`config.mk`:
```
export PLATFORM = sky130hd
export DESIGN_NAME = prog_loader
export DESIGN_NICKNAME = d
export VERILOG_FILES = /design/src/rtl/risc_pkg.sv /design/src/rtl/prog_loader.sv
export SDC_FILE = /design/constraint.sdc
export NUM_CORES = 1
export LEC_CHECK = 0
export ABC_AREA = 1
export BUFFER_PORTS_ARGS = -buffer_cell sky130_fd_sc_hd__buf_4
export CORE_MARGIN = 5
export CORE_UTILIZATION = 52
export DETAILED_ROUTE_END_ITERATION = 10
export PLACE_DENSITY = 0.78
export SLEW_MARGIN = 20
export SYNTH_ARGS = -nofsm -noshare
export SYNTH_HDL_FRONTEND = slang
export SYNTH_SLANG_ARGS = --single-unit
```
`constraint.sdc`:
```
create_clock -name clk -period 2.3 [get_ports clk]
set_clock_uncertainty 0.1 [all_clocks]
set_input_delay 0 -clock clk [delete_from_list [all_inputs] [get_ports clk]]
set_output_delay 0 -clock clk [all_outputs]
set_load 0.01 [all_outputs]
```
`src/rtl/risc_pkg.sv`:
```
// Shared defaults and FSM encoding for the program loader.
// No ports: imported by prog_loader.
package risc_pkg;

  localparam int RISC_ADDR_W = 5;
  localparam int RISC_DATA_W = 8;

  typedef enum logic [1:0] {
    ST_LOAD  = 2'd0,
    ST_DRAIN = 2'd1,
    ST_RUN   = 2'd2,
    ST_DONE  = 2'd3
  } ld_state_t;

endpackage

```
`src/rtl/prog_loader.sv`:
```
// Streams a program into CPU memory, releases the CPU, and
// watches it until halt or a cycle-limit timeout.
// Ports: clk, rst (sync, active-low); s_valid/s_data/s_last/
// s_ready byte stream; mem_we/mem_addr/mem_wdata CPU memory
// write; cpu_rst/cpu_halt/cpu_pc CPU control; done/halt_pc/
// cycles/timeout run result.
module prog_loader
  import risc_pkg::*;
#(
  parameter int ADDR_W     = RISC_ADDR_W,
  parameter int DATA_W     = RISC_DATA_W,
  parameter int MAX_CYCLES = 1000
) (
  input  logic              clk,
  input  logic              rst,
  input  logic              s_valid,
  input  logic [DATA_W-1:0] s_data,
  input  logic              s_last,
  output logic              s_ready,
  output logic              mem_we,
  output logic [ADDR_W-1:0] mem_addr,
  output logic [DATA_W-1:0] mem_wdata,
  output logic              cpu_rst,
  input  logic              cpu_halt,
  input  logic [ADDR_W-1:0] cpu_pc,
  output logic              done,
  output logic [ADDR_W-1:0] halt_pc,
  output logic [15:0]       cycles,
  output logic              timeout
);

  localparam logic [ADDR_W-1:0] ADDR_MAX = '1;
  localparam logic [15:0] CYC_LAST = 16'(MAX_CYCLES - 1);

  ld_state_t         state_q, state_d;
  logic              s_ready_q, s_ready_d;
  logic              mem_we_q, mem_we_d;
  logic [ADDR_W-1:0] mem_addr_q, mem_addr_d;
  logic [DATA_W-1:0] mem_wdata_q, mem_wdata_d;
  logic              cpu_rst_q, cpu_rst_d;
  logic              done_q, done_d;
  logic [ADDR_W-1:0] halt_pc_q, halt_pc_d;
  logic [15:0]       cycles_q, cycles_d;
  logic              timeout_q, timeout_d;
  logic [ADDR_W-1:0] wr_cnt_q, wr_cnt_d;
  logic              accept;

  // s_ready_q is only ever high in LOAD, so this also
  // gates out any stream activity in the other states.
  assign accept = s_valid && s_ready_q;

  always_comb begin
    state_d     = state_q;
    s_ready_d   = s_ready_q;
    mem_we_d    = 1'b0;
    mem_addr_d  = mem_addr_q;
    mem_wdata_d = mem_wdata_q;
    cpu_rst_d   = cpu_rst_q;
    done_d      = done_q;
    halt_pc_d   = halt_pc_q;
    cycles_d    = cycles_q;
    timeout_d   = timeout_q;
    wr_cnt_d    = wr_cnt_q;
    unique case (state_q)
      ST_LOAD: begin
        s_ready_d = 1'b1;
        cpu_rst_d = 1'b1;
        if (accept) begin
          mem_we_d    = 1'b1;
          mem_addr_d  = wr_cnt_q;
          mem_wdata_d = s_data;
          // saturate rather than wrap at the top address
          if (wr_cnt_q != ADDR_MAX)
            wr_cnt_d = wr_cnt_q + 1'b1;
          if (s_last || wr_cnt_q == ADDR_MAX) begin
            state_d   = ST_DRAIN;
            s_ready_d = 1'b0;
          end
        end
      end
      ST_DRAIN: begin
        state_d   = ST_RUN;
        cpu_rst_d = 1'b0;
        cycles_d  = '0;
      end
      ST_RUN: begin
        if (cpu_halt) begin
          state_d   = ST_DONE;
          done_d    = 1'b1;
          halt_pc_d = cpu_pc;
          timeout_d = 1'b0;
        end else if (cycles_q == CYC_LAST) begin
          state_d   = ST_DONE;
          done_d    = 1'b1;
          halt_pc_d = cpu_pc;
          timeout_d = 1'b1;
          cpu_rst_d = 1'b1;
        end else begin
          cycles_d = cycles_q + 16'd1;
        end
      end
      ST_DONE: begin
      end
      default: state_d = ST_LOAD;
    endcase
  end

  always_ff @(posedge clk) begin
    if (!rst) begin
      state_q     <= ST_LOAD;
      s_ready_q   <= 1'b0;
      mem_we_q    <= 1'b0;
      mem_addr_q  <= '0;
      mem_wdata_q <= '0;
      cpu_rst_q   <= 1'b1;
      done_q      <= 1'b0;
      halt_pc_q   <= '0;
      cycles_q    <= '0;
      timeout_q   <= 1'b0;
      wr_cnt_q    <= '0;
    end else begin
      state_q     <= state_d;
      s_ready_q   <= s_ready_d;
      mem_we_q    <= mem_we_d;
      mem_addr_q  <= mem_addr_d;
      mem_wdata_q <= mem_wdata_d;
      cpu_rst_q   <= cpu_rst_d;
      done_q      <= done_d;
      halt_pc_q   <= halt_pc_d;
      cycles_q    <= cycles_d;
      timeout_q   <= timeout_d;
      wr_cnt_q    <= wr_cnt_d;
    end
  end

  assign s_ready   = s_ready_q;
  assign mem_we    = mem_we_q;
  assign mem_addr  = mem_addr_q;
  assign mem_wdata = mem_wdata_q;
  assign cpu_rst   = cpu_rst_q;
  assign done      = done_q;
  assign halt_pc   = halt_pc_q;
  assign cycles    = cycles_q;
  assign timeout   = timeout_q;

endmodule

```
---- Word level (Yosys, flattened, before mapping) ----
Cells that the tools add are included.
storage, ports and cells
  register bits after elaboration ......... 46
  bits in latches ......................... 0
  RAM bits ................................ 0
  bits in read-only memories .............. 0
  input port bits ......................... 18
  output and inout bits ................... 39
  logic and storage cells ................. 55
  memories kept ........................... 0
cells by class
  add/subtract/negate cells ............... 2
  multiply operators ...................... 0
  divide/modulo/power cells ............... 0
  magnitude comparators ................... 0
  equality and inequality tests ........... 11
  shift-type cells ........................ 0
  muxes and demuxes ....................... 18
  bitwise logic cells ..................... 0
  reduce and logical (&&, ||, !) cells .... 13
operator list
  kind                                                                count
  16-bit 2-to-1 mux                                                   2
  16-bit one-hot mux with 2 select lines                              1
  16-bit by 1-bit adder with 16-bit output (second input constant)    1
  16-bit by 10-bit == test with 1-bit output (second input constant)  1
  5-bit 2-to-1 mux                                                    2
  2-bit inequality test (second input constant)                       5
  3-bit AND reduction                                                 3
  2-bit 2-to-1 mux                                                    4
  1-bit 2-to-1 mux                                                    7
  2-bit one-hot mux with 3 select lines                               1
  2-bit AND reduction                                                 3
  5-bit by 1-bit adder with 5-bit output (second input constant)      1
  5-bit == test (second input constant)                               1
  5-bit inequality test (second input constant)                       1
  4-bit AND reduction                                                 1
  2-bit nonzero test                                                  2
  3-bit inequality test (second input constant)                       1
  1-bit one-hot mux with 3 select lines                               1
  3-bit nonzero test                                                  1
  2-bit by 1-bit == test with 1-bit output (second input constant)    1
  2-bit == test (second input constant)                               1
  2-bit zero test                                                     1
  1-bit logical AND                                                   1
  1-bit logical OR                                                    1

---- Logic depth before layout (Yosys ltp) ----
  word-level depth ........................ 5
  mapped depth ............................ 11
  depth with buffers taken out ............ 11

---- Worst setup path after synthesis ----
No wires, ideal clock.
  path kind ............................... register to register
  start point ............................. reg wr_cnt_q[1]
  end point ............................... reg state_q[1]
  library setup time ...................... 0.064 ns
  data arrival time ....................... 1.480 ns
  required time ........................... 2.136 ns
  path slack .............................. 0.656 ns
  stages on the path, launching flop included .. 11
  buffers on the path ..................... 0
  period minus slack after synthesis ...... 1.644 ns
  path through ............................ dfxtp_1 -> ha_1 -> inv_1 -> nor2_1 -> ha_1 -> nor2_1 -> o21ai_0 -> nand3_1 -> nand2_1 -> inv_1 -> nor2_1
on the way
  word-level cells in the longest chain between the ends .. 4
ends and longest elaborated chain
  what                                    RTL line            source
  start, declared                         prog_loader.sv:45   logic [ADDR_W-1:0] wr_cnt_q, wr_cnt_d;
  start signal, assigned                  prog_loader.sv:132  wr_cnt_q <= wr_cnt_d;
  5-bit == test                           prog_loader.sv:75   if (s_last || wr_cnt_q == ADDR_MAX) begin
  1-bit logical OR                        prog_loader.sv:75
  2-bit inequality test (no source line)  --
  4-bit AND reduction (no source line)    --
  end signal, assigned                    prog_loader.sv:122  state_q <= state_d;
  end, declared                           prog_loader.sv:35   ld_state_t state_q, state_d;
No other way between the ends.
A chain may end at the register's enable or synchronous reset.

---- Final worst setup path ----
  start point ............................. reg state_q[0]
  end point ............................... reg cycles_q[5], in the netlist cycles[5]
on the way
  word-level cells in the longest chain between the ends .. 3
ends and longest elaborated chain
  what                                                                                 RTL line            source
  2-bit == test / 2-bit by 1-bit == test with 1-bit output (equally long branches)     prog_loader.sv:64   unique case (state_q)
  2-bit inequality test (no source line) / 2-bit nonzero test (equally long branches)  --
  3-bit AND reduction (no source line)                                                 --
  end signal, assigned                                                                 prog_loader.sv:130  cycles_q <= cycles_d;
  end, declared                                                                        prog_loader.sv:43   logic [15:0] cycles_q, cycles_d;
Several ways; a longest one is shown, not always the timed one.

==> impl_results.md <==
* Combinational share of power at 0.321
* Part of the total power dissipated in sequential elements at 0.420
* Sum Neg Setup Slack at 0 ns
* Clk sinks at 46
* Width of the die at about 76 µm
* Commonest non-fill, non-tap cells in the layout: sky130_fd_sc_hd__nor2_1 (78), sky130_fd_sc_hd__nand2_1 (66), sky130_fd_sc_hd__buf_4 (59), sky130_fd_sc_hd__dfxtp_1 (46), sky130_fd_sc_hd__inv_1 (40)
* Yosys Warn Count at 0
* Leading cell type in the layout, fill and taps excluded: sky130_fd_sc_hd__nor2_1
* Wire length of the first global-routing pass at 9.16 mm
* Placement Cell Area at ~2700 µm²
* Worst Path Arrival at 1.98 ns
* Gr usage total at 0.206
* Transition time of the tightest slew-check pin at 0.421 ns
* Count of max-cap constraint violations at 0
* Proportion of layout cells with a drive suffix above 1 at 0.189
* Critical path startpoint category: flip-flop
* Cell-internal power at about 1.5 mW
* Clock buffers created by TritonCTS at 5
* Class of the tightest hold or removal check: input pin to flip-flop
* Vias in the first global route at ~2,100
* WL/cell at 12.4 µm
* VDD IR max at approximately 0.0005 V
* Sequential share of the synthesized area at 0.410
* TritonCTS clock tree: done
* Time the worst path needs with I/O delays and setup at 1.88 ns
* Count of final setup violators at 0
* Final #Nets at around 430
* Average size of a mapped cell at ~6.7 µm²
* Largest net degree at the start of global routing at 34
* Switching pwr at between 700 and 800 µW
* Design Power at 2.32 mW
* Number of placed I/O pins at between 50 and 60
* Antenna diode count at 0
* Max FO, Critical Path at 11
* Worst Path Required at ~2.4 ns
* Area of the core region at roughly 4300 µm²
* Signed area change from the synthesized netlist to the final layout at 32.1%
* Post-Synth Adder-Cell Area at 0.0390
* Detailed-route vias per instance at 4.94
* Number of antenna violations at the first check in global routing at 0
* Mapped Nets at 359
* Half-perimeter wire length of the detailed placement result at 3.90 mm
* Routability congestion estimate at 0.899
* Post-synth cell types at 23
* Skew-Pair Late Insertion Delay at 0.30 ns
* Final hold violation count at 0
* Global route overflow at 0
* Input/output buffers at 56
* Core Rows at 24
* Violation count after the first detailed-routing iteration at 126
* Category of the critical setup timing path: flip-flop to flip-flop
* P per Cell Area at slightly below 800 nW/µm²
* Filler cells at about 360
* DIE AREA at between 5000 and 6000 µm²
* Relative slew margins at 0.719
* Total length of routed wires at between 5 and 6 mm
* Simple-gate share of the synthesized area at 0.341
* Area of the mapped netlist at between 2000 and 2500 µm²
* Synthesized instance count at 334
* Number of slew-limit violations in the final report at 0
* Initial core utilization at 0.527
* Dominant combinational cell family by area after synthesis: simple AND/OR/NAND/NOR gates
* CTS H-tree depth at 2
* Critical Path End Type: flip-flop
* Clk pin slew, worst setup/hold paths at approximately 0.09 ns
* First-pass iteration count of the detailed router at 4
* Fin Hold WS at slightly below 0.07 ns
* Maximum clock path buffer count at 2
* Xor and xnor fraction of the mapped netlist area at 0.0156
* Count of unresolved DRC violations after routing at 0
* Flop and latch count out of synthesis at between 40 and 50
* Multiplexer share of the synthesized area at 0
* Clock share of power at 0.259
* Post-CTS Resized at 0
* Vert. Die Dim at 75.7 µm
* Unrepaired setup endpoints after global routing: false
* Share of the synthesized area in compound gates (AO/OA/AOI/OAI) at 0.106
* Static Leak at approximately 1.4 nW
* Post-route standard cell area excluding fillers at 2970 µm²
* Library cell used as clock root buffer: sky130_fd_sc_hd__clkbuf_8
* Final worst path period share at 0.816
* Achievable clock frequency at approximately 530 MHz
* Vias at roughly 2,300
* Net switching fraction of the power at 0.335
* Count of nets left with antenna violations after detail routing at 0
* Result of the run: finished, final reports clean
* Core occupancy in the finished layout at 0.696
[power groups by stage]
stage	clock network [mW]	logic (mW)	registers (mW)
CTS	0.608	0.746	0.975
global placement	0	0.711	0.986
floorplan	0	0.417	1.03
finish	0.601	0.747	0.975
global route	0.646	0.842	0.987
detailed placement	0	0.723	0.991
[timing repair]
item / 4_1_cts / 5_1_grt
endpoints found under the setup margin: 0 / 0
hold endpoints to repair: 17 / 0
hold buffers: 15 / 0
buffers inserted: 0 / 0
[stage by stage]
stage	cells	worst slack, ns
after floorplan	334	0.656
after global placement	436	0.478
after detailed placement	436	0.444
after CTS	459	0.420
after global routing	459	0.203
final	459	0.424
[critical path, cell delays in order (launching register included)]
cell and delay [ns]:
sky130_fd_sc_hd__dfxtp_1 0.33, sky130_fd_sc_hd__inv_1 0.10, sky130_fd_sc_hd__ha_1 0.42, sky130_fd_sc_hd__nor2_1 0.10, sky130_fd_sc_hd__inv_1 0.24, sky130_fd_sc_hd__nand3_2 0.21, sky130_fd_sc_hd__o21ai_0 0.21, sky130_fd_sc_hd__nor2_1 0.06
[state kept, by name, indices dropped and copies added, names as in the netlist]
register	cells
wr_cnt_q	5
timeout	1
cycles	16
halt_pc	5
state_q	2
cpu_rst	1
done	1
s_ready	1
mem_addr	5
mem_we	1
mem_wdata	8
[layout make-up]
| cell class | instances | area, µm² | share of cell area |
|---|---|---|---|
| Tap cell | 52 | 65.1 | 0.0219 |
| Clock buffer | 6 | 72.6 | 0.0244 |
| Inverter | 41 | 154 | 0.0518 |
| Timing Repair Buffer | 74 | 593 | 0.200 |
| Clock inverter | 2 | 37.5 | 0.0126 |
| Sequential cell | 46 | 921 | 0.310 |
| Multi-Input combinational cell | 238 | 1130 | 0.379 |
[cells in the mapped netlist]
| master | instances | area [µm²] |
|---|---|---|
| sky130_fd_sc_hd__nor2_1 | 78 | 293 |
| sky130_fd_sc_hd__nand2_1 | 66 | 248 |
| sky130_fd_sc_hd__dfxtp_1 | 46 | 921 |
| sky130_fd_sc_hd__inv_1 | 40 | 150 |
| sky130_fd_sc_hd__o21ai_0 | 30 | 150 |
| sky130_fd_sc_hd__a21oi_1 | 16 | 80.1 |
| sky130_fd_sc_hd__nand3_1 | 14 | 70.1 |
| sky130_fd_sc_hd__nand4_1 | 9 | 56.3 |
| sky130_fd_sc_hd__ha_1 | 7 | 87.6 |
| sky130_fd_sc_hd__clkbuf_1 | 4 | 15.0 |
| sky130_fd_sc_hd__nand3_2 | 4 | 40.0 |
| sky130_fd_sc_hd__xor2_1 | 4 | 35.0 |
| sky130_fd_sc_hd__nor2_2 | 3 | 18.8 |
| sky130_fd_sc_hd__buf_1 | 2 | 7.51 |
| sky130_fd_sc_hd__nand2_2 | 2 | 12.5 |
| sky130_fd_sc_hd__nor3_1 | 2 | 10.0 |
| sky130_fd_sc_hd__and3_1 | 1 | 6.26 |
| sky130_fd_sc_hd__buf_2 | 1 | 5.00 |
| sky130_fd_sc_hd__buf_4 | 1 | 7.51 |
| sky130_fd_sc_hd__buf_6 | 1 | 11.3 |
| sky130_fd_sc_hd__inv_2 | 1 | 3.75 |
| sky130_fd_sc_hd__nand2_4 | 1 | 11.3 |
| sky130_fd_sc_hd__o21a_1 | 1 | 7.51 |
[logic make-up (layout without fill, tap and decap cells)]
group / Yosys count / in the layout
xor+xnor: 4 / 4
compound gates: 47 / 47
fa+ha+maj: 7 / 7
flops: 46 / 46
buf+inv: 50 / 123
simple gates: 180 / 180
[per-layer routing]
layer / up-vias / GRT usage / share of wire
met5: - / 0 / 0
met1: 1009 / 0.242 / 0.42
met2: 56 / 0.369 / 0.50
met3: 5 / 0.0580 / 0.069
met4: 0 / 0.0505 / 0.0081
li1: 1197 / - / -
[final timing paths]
kind	start	cells after the start	endpoint	slack, ns
setup / recovery	state_q[0]	7	cycles[5]	0.42
hold / removal	s_valid	5	mem_addr[0]	0.07
setup reg to reg	state_q[0]	7	cycles[5]	0.42
hold reg to reg	cpu_rst	2	cpu_rst	0.37
(Power assumes the default switching activity.)
